<file path="src/rtl/avalon_bus_arbiter2.sv">
// avalon_bus_arbiter2: two-host Avalon-MM arbiter with lock-on-stall and in-order read routing; ARB_ROUND_ROBIN_EN selects round-robin contention
module avalon_bus_arbiter2 #(
  parameter int ADDR_WIDTH      = 32,
  parameter int DATA_WIDTH      = 32,
  parameter int MAX_OUTSTANDING = 4
) (
  input  logic                    clk,
  input  logic                    rst,
  input  logic                    h0_read,
  input  logic                    h0_write,
  input  logic [ADDR_WIDTH-1:0]   h0_address,
  input  logic [DATA_WIDTH-1:0]   h0_writedata,
  input  logic [DATA_WIDTH/8-1:0] h0_byteenable,
  output logic                    h0_waitrequest,
  output logic [DATA_WIDTH-1:0]   h0_readdata,
  output logic                    h0_readdatavalid,
  input  logic                    h1_read,
  input  logic                    h1_write,
  input  logic [ADDR_WIDTH-1:0]   h1_address,
  input  logic [DATA_WIDTH-1:0]   h1_writedata,
  input  logic [DATA_WIDTH/8-1:0] h1_byteenable,
  output logic                    h1_waitrequest,
  output logic [DATA_WIDTH-1:0]   h1_readdata,
  output logic                    h1_readdatavalid,
  output logic                    d_read,
  output logic                    d_write,
  output logic [ADDR_WIDTH-1:0]   d_address,
  output logic [DATA_WIDTH-1:0]   d_writedata,
  output logic [DATA_WIDTH/8-1:0] d_byteenable,
  input  logic                    d_waitrequest,
  input  logic [DATA_WIDTH-1:0]   d_readdata,
  input  logic                    d_readdatavalid,
  output logic                    err_unexpected_rdata
);
  localparam int PW = $clog2(MAX_OUTSTANDING);
  logic lock_valid, lock_id, grant, contend_id, req0, req1, g_read, g_write;
  logic full, empty, accept, push, pop, head;
  logic [MAX_OUTSTANDING-1:0] ids;
  logic [PW-1:0] wptr, rptr;
  logic [PW:0] count;
  assign req0 = h0_read | h0_write;
  assign req1 = h1_read | h1_write;
`ifdef ARB_ROUND_ROBIN_EN
  logic rr_last;
  assign contend_id = ~rr_last;
`else
  assign contend_id = 1'b0;
`endif
  assign grant   = lock_valid ? lock_id : (req0 & req1) ? contend_id : req1;
  assign g_read  = grant ? h1_read : h0_read;
  assign g_write = grant ? h1_write : h0_write;
  assign full    = count[PW];
  assign empty   = count == '0;
  assign head    = ids[rptr];
  assign d_read       = g_read & ~full;
  assign d_write      = g_write;
  assign d_address    = grant ? h1_address : h0_address;
  assign d_writedata  = grant ? h1_writedata : h0_writedata;
  assign d_byteenable = grant ? h1_byteenable : h0_byteenable;
  assign accept = (d_read | d_write) & ~d_waitrequest;
  assign push   = accept & d_read;
  assign pop    = d_readdatavalid & ~empty;
  assign h0_waitrequest   = req0 & (grant | d_waitrequest | (h0_read & full));
  assign h1_waitrequest   = req1 & (~grant | d_waitrequest | (h1_read & full));
  assign h0_readdata      = d_readdata;
  assign h1_readdata      = d_readdata;
  assign h0_readdatavalid = pop & ~head;
  assign h1_readdatavalid = pop & head;
  // hold the bus for a granted host whose request was not accepted
  always_ff @(posedge clk or posedge rst)
    if (rst) begin
      lock_valid <= 1'b0;
      lock_id    <= 1'b0;
    end else begin
      lock_valid <= (g_read | g_write) & ~accept;
      lock_id    <= grant;
    end
  // grant-ID FIFO: one entry per accepted read, popped by each returned beat
  always_ff @(posedge clk or posedge rst)
    if (rst) begin
      ids   <= '0;
      wptr  <= '0;
      rptr  <= '0;
      count <= '0;
    end else begin
      if (push) ids[wptr] <= grant;
      if (push) wptr <= wptr + 1'b1;
      if (pop) rptr <= rptr + 1'b1;
      count <= count + (PW+1)'(push) - (PW+1)'(pop);
    end
  // sticky flag for readdata arriving with nothing outstanding
  always_ff @(posedge clk or posedge rst)
    if (rst) err_unexpected_rdata <= 1'b0;
    else if (d_readdatavalid & empty) err_unexpected_rdata <= 1'b1;
`ifdef ARB_ROUND_ROBIN_EN
  // remember the last host served so contention alternates
  always_ff @(posedge clk or posedge rst)
    if (rst) rr_last <= 1'b1;
    else if (accept) rr_last <= grant;
`endif
endmodule

</file>
<file path="config.mk">
export PLATFORM = sky130hd
export DESIGN_NAME = avalon_bus_arbiter2
export DESIGN_NICKNAME = d
export VERILOG_FILES = /design/src/rtl/avalon_bus_arbiter2.sv
export SDC_FILE = /design/constraint.sdc
export NUM_CORES = 1
export LEC_CHECK = 0
export BUFFER_PORTS_ARGS = -buffer_cell sky130_fd_sc_hd__buf_2
export CELL_PAD_IN_SITES_DETAIL_PLACEMENT = 0
export CELL_PAD_IN_SITES_GLOBAL_PLACEMENT = 1
export CORE_AREA = 3 3 120 122
export CTS_BUF_LIST = sky130_fd_sc_hd__clkbuf_8
export DETAILED_ROUTE_END_ITERATION = 6
export DIE_AREA = 0 0 123 125
export GPL_ROUTABILITY_DRIVEN = 0
export PLACE_DENSITY = 0.82
export REMOVE_ABC_BUFFERS = 1
export SKIP_CTS_REPAIR_TIMING = 1
export SLEW_MARGIN = 20
export SYNTH_ARGS = -nofsm -noshare
export SYNTH_HDL_FRONTEND = slang
export SYNTH_SLANG_ARGS = --single-unit
</file>
<file path="constraint.sdc">
create_clock -name clk -period 3.7 [get_ports clk]
set_input_delay 0.74 -clock clk [delete_from_list [all_inputs] [get_ports clk]]
set_output_delay 0.74 -clock clk [all_outputs]
set_load 0.01 [all_outputs]
</file>
==> results of run 1 <==
-- area by class of cell --
cell class	count	area (µm²)	share of cell area (%)
Inverter	9	33.8	1.14
Multi-Input combinational cell	121	1180	39.9
Clock buffer	4	55.1	1.86
Sequential cell	14	350	11.8
Timing Repair Buffer	220	1120	37.8
Tap cell	176	220	7.44
-- layer usage --
metal / global-route usage [%] / up-vias / share of wire (%)
met5: 5.26 / - / 1.2
met4: 3.00 / 12 / 1.8
met3: 13.7 / 26 / 20
met2: 28.2 / 255 / 44
met1: 17.1 / 965 / 32
li1: - / 984 / -
-- critical path, delay by kind of cell --
kind / cells / cell delay [ps]
buffers and inverters: 3 / 640
AOI/OAI and AO/OA: 1 / 410
muxes: 1 / 420
-- logic make-up after synthesis --
kind of cell,Yosys count,synth area share (%)
adder cells (fa/ha/maj),7,4.50
AO/OA/AOI/OAI,19,5.68
buffers and inverters,82,28.1
XOR/XNOR,5,2.07
AND/OR/NAND/NOR,17,3.67
multiplexers,73,39.4
flip-flops,14,16.6
-- registers in the layout, summed over array words and instances, names as in the netlist --
| register | count |
|---|---|
| lock_valid | 1 |
| rptr | 2 |
| ids | 4 |
| lock_id | 1 |
| count | 3 |
| err_unexpected_rdata | 1 |
| wptr | 2 |
-- power breakdown --
group | leakage [µW] | internal, µW | switching (µW)
Combinational | 0.00136 | 349 | 344
Clock | 0.0000288 | 94.3 | 55.0
Sequential | 0.000170 | 223 | 64.5
-- per-stage QoR --
stage	setup WS (ps)	cells
finish	734	544
global route	669	544
CTS	719	544
detailed placement	722	540
global placement	730	540
floorplan	-2500	144
-- cells in the final DEF (no fill, tap or decap), types with 2 or more instances in the layout --
| master | n |
|---|---|
| dfrtp_1 | 14 |
| ha_1 | 6 |
| o21ai_0 | 3 |
| buf_2 | 218 |
| nand2_1 | 5 |
| xnor2_1 | 5 |
| nor2_1 | 6 |
| o21ai_1 | 5 |
| and2_1 | 2 |
| clkbuf_8 | 4 |
| mux2_1 | 72 |
| inv_1 | 9 |
| a21oi_1 | 5 |
-- worst max-delay path by stage --
stage,startpoint,end,depth (start not counted)
2_1_floorplan,h0_write,d_address[0],2
3_3_place_gp,h0_write,d_address[31],5
3_5_place_dp,h0_write,d_address[5],5
4_1_cts,h0_write,d_address[5],5
5_1_grt,h0_write,d_writedata[20],5
6_report,h0_read,d_writedata[2],5
==> out/qor.yml, run 1 <==
drv_slew: 0
fin_util_pct: 22.3
yosysMostFrequentCell: "mux2_1"
area_growth_pct: 39.9
async_reset_ff_share_pct: 100
insertion_delay_ps: 250
grt_usage_pct: 17.3
placed_area_um2: 2900
syn_inst: 217
hold_viol_final: 0
ant_nets: 0
synth_area_um2: 2110
antenna_found_initial: 10
grt_first_pass_wirelength_um: 18000
clk_path_buf_depth: 2
ys.flop_type: "dfrtp_1"
status: "complete, no violations"
cap_viol_max_count: 0
clock_sink_count: 14
crit_top_cell: "buf_2"
crit_type: "in -> out"
routedWlPerCell_um: 26.1
overflow: 0
wirelength_um: 14200
crit_path_top_delay_cell: "mux2_1"
synth_cell_types: 27
dieArea_um2: 15400
diodes: 0
ys_top_cells_by_area: "mux2_1 38%, buf_4 23%, dfrtp_1 17%"
synth-warning-count: 0
core_um2: 13300
slew_headroom_pct: 65.7
synth_edf_count: 0
ir_worst_vdd_mv: 0.142
final_cell_area_um2: 2960
synth_area_leader_cell: "mux2_1"
worstSetupStartpointType: "primary input"
io_buffers: 218
whs_ps: 474
drt_iter0_drc: 51
drt_pass1_iterations: 4
fin_nets: 552
min_period_ps: 2970
cp-end-kind: "primary output"
avgSynthCellArea_um2: 9.74
r2r_start: "count[2]$_DFF_PP0_"
grt_max_degree: 64
worstMarginPinSlew_ps: 514
htreeDepth: 1
num_rows: 42
grt_pass1_vias: 2244
vias_per_cell: 4.12
clk_pin_slew_ps: 50
n_fill_cell: 1502
drcViolationCount: 0
critical_path_arrival_ps: 2230
start_util_pct: 15.9
cts_tree: "built"
hold_class: "reg -> reg"
pin_count: 315
synth.yosys.seq_area_share_pct: 16.6
critical_path.max_fanout: 63
hp-start: "err_unexpected_rdata$_DFFE_PP0P_"
num_vias: 2242
drive_above_1_share_pct: 61.7
finClkSkew_ps: 6.72
setup_viol: 0
min_to: "err_unexpected_rdata$_DFFE_PP0P_"
power_uw: 1130
cp_cell_sequence: "buf_2 -> o41ai_4 -> buf_12 -> mux2_1 -> buf_2"
yosysTopAreaCellShare_pct: 38.3
dp_hpwl_um: 13200
synthTopCellsByCount: "72 x mux2_1, 66 x buf_4, 14 x dfrtp_1"
die_w_um: 123
period_share_pct: 80.2
r2r_setup_slack_ps: 1330
critical_path_required_ps: 2960
max_stage_delay_ps: 420
root_buffer: "clkbuf_8"
p_per_area_nw_per_um2: 382
cts_buffers: 3
tns_ps: 0
max_freq_ghz: 0.337
ff2ff_path_depth: 10
hold_path_depth: 1
p_leak_uw: 0.00156
rsz0062_at_grt: "false"
die_h_um: 125
ys_ff_latch: 14
rr_endpoint: "count[2]$_DFF_PP0_"
Power figures use the tool's default switching activity.
==> run 2: changes to the inputs <==
--- a/config.mk
+++ b/config.mk
@@ -8,12 +8,13 @@
 export BUFFER_PORTS_ARGS = -buffer_cell sky130_fd_sc_hd__buf_2
 export CELL_PAD_IN_SITES_DETAIL_PLACEMENT = 0
 export CELL_PAD_IN_SITES_GLOBAL_PLACEMENT = 1
-export CORE_AREA = 3 3 120 122
+export CORE_ASPECT_RATIO = 0.7
+export CORE_MARGIN = 3
+export CORE_UTILIZATION = 17
 export CTS_BUF_LIST = sky130_fd_sc_hd__clkbuf_8
 export DETAILED_ROUTE_END_ITERATION = 6
-export DIE_AREA = 0 0 123 125
 export GPL_ROUTABILITY_DRIVEN = 0
-export PLACE_DENSITY = 0.82
+export PLACE_DENSITY = 0.9
 export REMOVE_ABC_BUFFERS = 1
 export SKIP_CTS_REPAIR_TIMING = 1
 export SLEW_MARGIN = 20
==> constraint.sdc (replaced) <==
create_clock -name clk -period 2.56 [get_ports clk]
set_input_delay 0.512 -clock clk [delete_from_list [all_inputs] [get_ports clk]]
set_output_delay 0.512 -clock clk [all_outputs]
set_load 0.01 [all_outputs]
==> run 2 against run 1 <==
  * Setup slack worse by 710 ps
  * Worst hold slack worse by 170 ps
  * Via count fell by 0.89%
  * Flip-flop and latch count unchanged
  * Cell count is 2.4% lower
  * Clock skew is 3.0 ps lower
  * Clock power increased by 43%
  * Global-route usage is 2.4 points higher
  * Core utilization grew 3.1 points
  * Die area shrank 10%
  * Total power rose by 54%
  * Highest routed layer unchanged
==> out/qor.yml, run 2 (synthesis gave the netlist of run 1 again) <==
wirelength_um: 15200  # was 14200 µm
netSwitchingFraction_pct: 41.6  # was 41.0%
p_leak_uw: 0.00161  # was 0.00156 µW
ant_nets: 0  # unchanged
crit_type: "reg -> out"  # was in -> out
io_buffers: 218  # unchanged
vias_per_cell: 4.18  # was 4.12
worstSetupStartpointType: "register"  # was primary input
area_growth_pct: 43.1  # was 39.9%
p_per_area_nw_per_um2: 575  # was 382 nW/µm²
drcViolationCount: 0  # unchanged
finClkSkew_ps: 3.72  # was 6.72 ps
cp_cell_sequence: "o41ai_4 -> buf_4 -> buf_12 -> mux2_1 -> buf_2"  # was buf_2 -> o41ai_4 -> buf_12 -> mux2_1 -> buf_2
cap_viol_max_count: 0  # unchanged
grt_first_pass_wirelength_um: 18600  # was 18000 µm
min_period_ps: 2540
intPower_uw: 1020  # was 666 µW
drt_pass1_iterations: 4  # unchanged
dp_hpwl_um: 13500  # was 13200 µm
whs_ps: 308  # was 474 ps
clk_path_buf_depth: 2  # unchanged
cts_buffers: 3  # unchanged
ff2ff_path_depth: 10  # unchanged
p_sw_uw: 725  # was 464 µW
crit_path_top_delay_cell: "dfrtp_2"  # was mux2_1
r2r_start: "count[1]$_DFF_PP0_"  # was count[2]$_DFF_PP0_
period_share_pct: 99.1
clk_pin_slew_ps: 60  # was 50 ps
top_regs: "ids (4), count (3)"  # unchanged
start_util_pct: 17.7  # was 15.9%
combPwrFrac_pct: 64.6  # was 61.3%
root_buffer: "clkbuf_8"  # unchanged
drive_above_1_share_pct: 63.4  # was 61.7%
hold_class: "in -> async"  # was reg -> reg
sequentialPowerShare_pct: 23.2  # was 25.5%
critical_path_arrival_ps: 2020  # was 2230 ps
dieArea_um2: 13800  # was 15400 µm²
largest_reg_flops: 4  # unchanged
setup_viol: 0  # unchanged
top_register: "ids"  # unchanged
max_stage_delay_ps: 450  # was 420 ps
tns_ps: 0  # unchanged
clock_sink_count: 14  # unchanged
num_rows: 33  # was 42
slew_headroom_pct: 62.9  # was 65.7%
insertion_delay_ps: 240  # was 250 ps
critPathCapture: "d_writedata[25]"  # was d_writedata[2]
drv_slew: 0  # unchanged
rsz0062_at_grt: "true"  # was false
final_cells: 531  # was 544
ir_worst_vdd_mv: 0.225  # was 0.142 mV
status: "complete, no violations"  # unchanged
max_freq_ghz: 0.394
diodes: 0  # unchanged
routedWlPerCell_um: 28.6  # was 26.1 µm
r2r_setup_slack_ps: 300  # was 1330 ps
mostFrequentLayoutCells: "218 x buf_2, 69 x mux2_1, 13 x dfrtp_1"  # was 218 x buf_2, 72 x mux2_1, 14 x dfrtp_1
die_h_um: 99.3  # was 125 µm
critPathLaunch: "lock_valid$_DFF_PP0_"  # was h0_read
drt_iter0_drc: 37  # was 51
grt_usage_pct: 19.7  # was 17.3%
antenna_found_initial: 2  # was 10
fin_nets: 558  # was 552
post-place-cells: 523  # was 540
fin_util_pct: 25.4  # was 22.3%
num_vias: 2222  # was 2242
rr_endpoint: "count[2]$_DFF_PP0_"  # unchanged
grt_pass1_vias: 2123  # was 2244
die_w_um: 139  # was 123 µm
pin_count: 315  # unchanged
htreeDepth: 1  # unchanged
worstMarginPinSlew_ps: 556  # was 514 ps
cts_tree: "built"  # unchanged
overflow: 0  # unchanged
critical_path_required_ps: 2050  # was 2960 ps
grt_max_degree: 56  # was 64
final_common_cell: "buf_2"  # unchanged
cp-end-kind: "primary output"  # unchanged
critical_path.max_fanout: 27  # was 63
clkPwrFrac_pct: 12.3  # was 13.2%
core_um2: 11900  # was 13300 µm²
hold_viol_final: 0  # unchanged
[run 2: cell types whose count changed in the layout (fill, tap and decap cells not counted), sizes merged]
| cell | delta |
|---|---|
| buf | +5 |
| clkbuf | +1 |
[run 2: per-stage QoR]
| stage | area [µm²] | power [µW] | setup WS, ps |
|---|---|---|---|
| after floorplan | 1550 | 1000 | -3180 |
| after global placement | 2900 | 1450 | 80.5 |
| after detailed placement | 2900 | 1470 | 41.5 |
| after CTS | 2950 | 1690 | 14.4 |
| after global routing | 3030 | 1870 | -40.8 |
| final | 3030 | 1740 | 23.9 |
[run 2: layout make-up]
class	instances	area, µm²
Inverter	9	33.8
Multi-Input combinational cell	121	1190
Sequential cell	14	352
Clock buffer	4	55.1
Fill cell	1330	8910
Timing Repair Buffer	226	1200
Tap cell	157	196
[run 2: power by group through the flow]
stage	clock network [µW]	registers (µW)	logic [µW]
after detailed placement	0	403	1070
final	213	403	1120
after floorplan	0	396	605
after global placement	0	400	1050
after global routing	234	415	1230
after CTS	220	402	1070
[run 2: critical path: cells and delay by family (launching register included)]
kind,cells,cell delay (ps)
mux,1,350
flops,1,450
buf+inv,3,560
compound gates,1,410
[run 2: metal layers]
metal,track usage [%],up-vias,wire length (µm)
li1,-,993,-
met1,15.3,997,4220
met2,35.4,216,7560
met3,20.2,10,3160
met4,1.50,6,102
met5,5.96,-,138
[run 2: worst min-delay path by stage]
stage          slack (ps)                                to  cells past startpoint
2_1_floorplan         400                count[0]$_DFF_PP0_                      1
3_3_place_gp          440  err_unexpected_rdata$_DFFE_PP0P_                      1
3_5_place_dp          450  err_unexpected_rdata$_DFFE_PP0P_                      1
4_1_cts               320               rptr[0]$_DFFE_PP0P_                      2
5_1_grt               350               wptr[1]$_DFFE_PP0P_                      2
6_report              310                ids[0]$_DFFE_PP0P_                      2
==> run 3: changes to the inputs <==
--- a/config.mk
+++ b/config.mk
@@ -6,15 +6,12 @@
 export NUM_CORES = 1
 export LEC_CHECK = 0
 export BUFFER_PORTS_ARGS = -buffer_cell sky130_fd_sc_hd__buf_2
-export CELL_PAD_IN_SITES_DETAIL_PLACEMENT = 0
-export CELL_PAD_IN_SITES_GLOBAL_PLACEMENT = 1
-export CORE_ASPECT_RATIO = 0.7
-export CORE_MARGIN = 3
-export CORE_UTILIZATION = 17
+export CORE_AREA = 3 3 121 123
 export CTS_BUF_LIST = sky130_fd_sc_hd__clkbuf_8
 export DETAILED_ROUTE_END_ITERATION = 6
+export DIE_AREA = 0 0 124 126
 export GPL_ROUTABILITY_DRIVEN = 0
-export PLACE_DENSITY = 0.9
+export PLACE_DENSITY = 0.6
 export REMOVE_ABC_BUFFERS = 1
 export SKIP_CTS_REPAIR_TIMING = 1
 export SLEW_MARGIN = 20
==> run 3 against run 2 <==
  * Largest power group unchanged
  * Largest cell class is now multi-input combinational cells
  * Cell count increased by 3.8%
  * Maximum frequency increased by 2.3%
  * Critical endpoint unchanged
  * First-iteration DRC count increased by 92%
==> out/qor.yml, run 3 (synthesis gave the netlist of run 1 again) <==
status: "complete, no violations"  # unchanged
drt_iter0_drc: 71  # was 37
hold_class: "in -> async"  # unchanged
routedWlPerCell_um: 23.3  # was 28.6 µm
final_cell_area_um2: 2990  # was 3030 µm²
pin_count: 315  # unchanged
worst-path-buf-inv: 2  # was 3
cp-end-kind: "primary output"  # unchanged
largest_reg_flops: 4  # unchanged
num_vias: 2232  # was 2222
drt_pass1_iterations: 4  # unchanged
placed_area_um2: 2930  # was 2900 µm²
diodes: 0  # unchanged
cts_tree: "built"  # unchanged
core_um2: 13800  # was 11900 µm²
grt_pass1_vias: 2241  # was 2123
period_share_pct: 96.8  # was 99.1%
fin_nets: 555  # was 558
num_rows: 43  # was 33
area_growth_pct: 41.4  # was 43.1%
ir_worst_vdd_mv: 0.136  # was 0.225 mV
top_layer_used: "met5"  # unchanged
setup_viol: 0  # unchanged
dieArea_um2: 15600  # was 13800 µm²
ff2ff_path_depth: 10  # unchanged
max_freq_ghz: 0.404  # was 0.394 GHz
grt_usage_pct: 15.2  # was 19.7%
htreeDepth: 1  # unchanged
cts_buffers: 3  # unchanged
worstSetupStartpointType: "register"  # unchanged
rsz0062_at_grt: "false"  # was true
start_util_pct: 15.4  # was 17.7%
top_regs: "ids (4), count (3)"  # unchanged
critical_path.max_fanout: 47  # was 27
root_buffer: "clkbuf_8"  # unchanged
overflow: 0  # unchanged
clock_sink_count: 14  # unchanged
insertion_delay_ps: 250  # was 240 ps
critical_path_required_ps: 2050  # about the same
cp_cell_sequence: "o41ai_4 -> buf_12 -> mux2_1 -> buf_2"  # was o41ai_4 -> buf_4 -> buf_12 -> mux2_1 -> buf_2
critPathLaunch: "lock_valid$_DFF_PP0_"  # unchanged
worst-path-stages: 4  # was 5
finClkSkew_ps: 3.28  # was 3.72 ps
final_common_cell: "buf_2"  # unchanged
cap_viol_max_count: 0  # unchanged
min_period_ps: 2480  # was 2540 ps
dr_wl_met2_um: 5490  # was 7560 µm
drv_slew: 0  # unchanged
grt_first_pass_wirelength_um: 16300  # was 18600 µm
dp_hpwl_um: 12000  # was 13500 µm
crit_type: "reg -> out"  # unchanged
die_h_um: 126  # was 99.3 µm
hold_viol_final: 0  # unchanged
p_per_area_nw_per_um2: 549  # was 575 nW/µm²
grt_max_degree: 48  # was 56
mostFrequentLayoutCells: "218 x buf_2, 72 x mux2_1, 14 x dfrtp_1"  # was 218 x buf_2, 69 x mux2_1, 13 x dfrtp_1
worstMarginPinSlew_ps: 556  # about the same
vias_per_cell: 4.05  # was 4.18
critPathTopFamily: "buffers and inverters"  # unchanged
critical_path_arrival_ps: 1970  # was 2020 ps
critPathCapture: "d_writedata[25]"  # unchanged
wirelength_met1_um: 4200  # was 4220 µm
wirelength_um: 12800  # was 15200 µm
die_w_um: 124  # was 139 µm
crit_path_top_delay_cell: "dfrtp_1"  # was dfrtp_2
r2r_setup_slack_ps: 290  # was 300 ps
ant_nets: 0  # unchanged
top_register: "ids"  # unchanged
drive_above_1_share_pct: 62.0  # was 63.4%
slew_headroom_pct: 62.9  # about the same
io_buffers: 218  # unchanged
p_leak_uw: 0.00158  # was 0.00161 µW
tns_ps: 0  # unchanged
dr_wl_met3_um: 2870  # was 3160 µm
antenna_found_initial: 6  # was 2
clk_pin_slew_ps: 60  # about the same
max_stage_delay_ps: 450  # about the same
drcViolationCount: 0  # unchanged
clk_path_buf_depth: 2  # unchanged
r2r_start: "count[1]$_DFF_PP0_"  # unchanged
rr_endpoint: "count[2]$_DFF_PP0_"  # unchanged
-- run 3: worst reg2reg max path: stages (launching register included) --
cell and delay (ps):
dfrtp_1 420, nor3_1 280, nand2b_1 200, inv_1 90, ha_1 290, inv_1 50, ha_1 130, inv_1 50
fa_1 370, xnor2_1 180, xnor2_1 130
-- run 3: layer usage --
layer / global-route usage (%) / up-vias
met2: 23.9 / 241
met3: 13.7 / 17
li1: - / 985
met5: 4.93 / -
met4: 2.19 / 8
met1: 15.1 / 981
-- run 3: final cells by class --
class	instances	area, µm²
inverter	9	33.8
timing repair buffer	223	1140
clock buffer	4	55.1
multi-input combinational	121	1180
fill	1561	10800
sequential	14	350
tap	180	225
-- run 3: through the flow --
stage	hold WS, ps	setup slack [ps]	total power, µW	util, %	std cells
global placement	438	79.0	1420	21.3	547
global route	358	7.81	1780	21.7	551
detailed placement	462	68.1	1440	21.3	547
finish	305	81.8	1640	21.7	551
floorplan	401	-3180	1000	-	144
CTS	318	38.0	1670	21.7	551
-- run 3: worst min path at each step --
| stage | from | end | slack, ps |
|---|---|---|---|
| after CTS | rst | ids[0]$_DFFE_PP0P_ | 320 |
| after global placement | err_unexpected_rdata$_DFFE_PP0P_ | err_unexpected_rdata$_DFFE_PP0P_ | 440 |
| final | rst | rptr[1]$_DFFE_PP0P_ | 310 |
| after floorplan | rst | count[0]$_DFF_PP0_ | 400 |
| after global routing | rst | err_unexpected_rdata$_DFFE_PP0P_ | 360 |
| after detailed placement | err_unexpected_rdata$_DFFE_PP0P_ | err_unexpected_rdata$_DFFE_PP0P_ | 460 |
-- run 3: power breakdown --
group	total, µW	internal, µW	switching (µW)
combinational	1030	520	505
clock	217	136	81.0
sequential	398	322	75.5
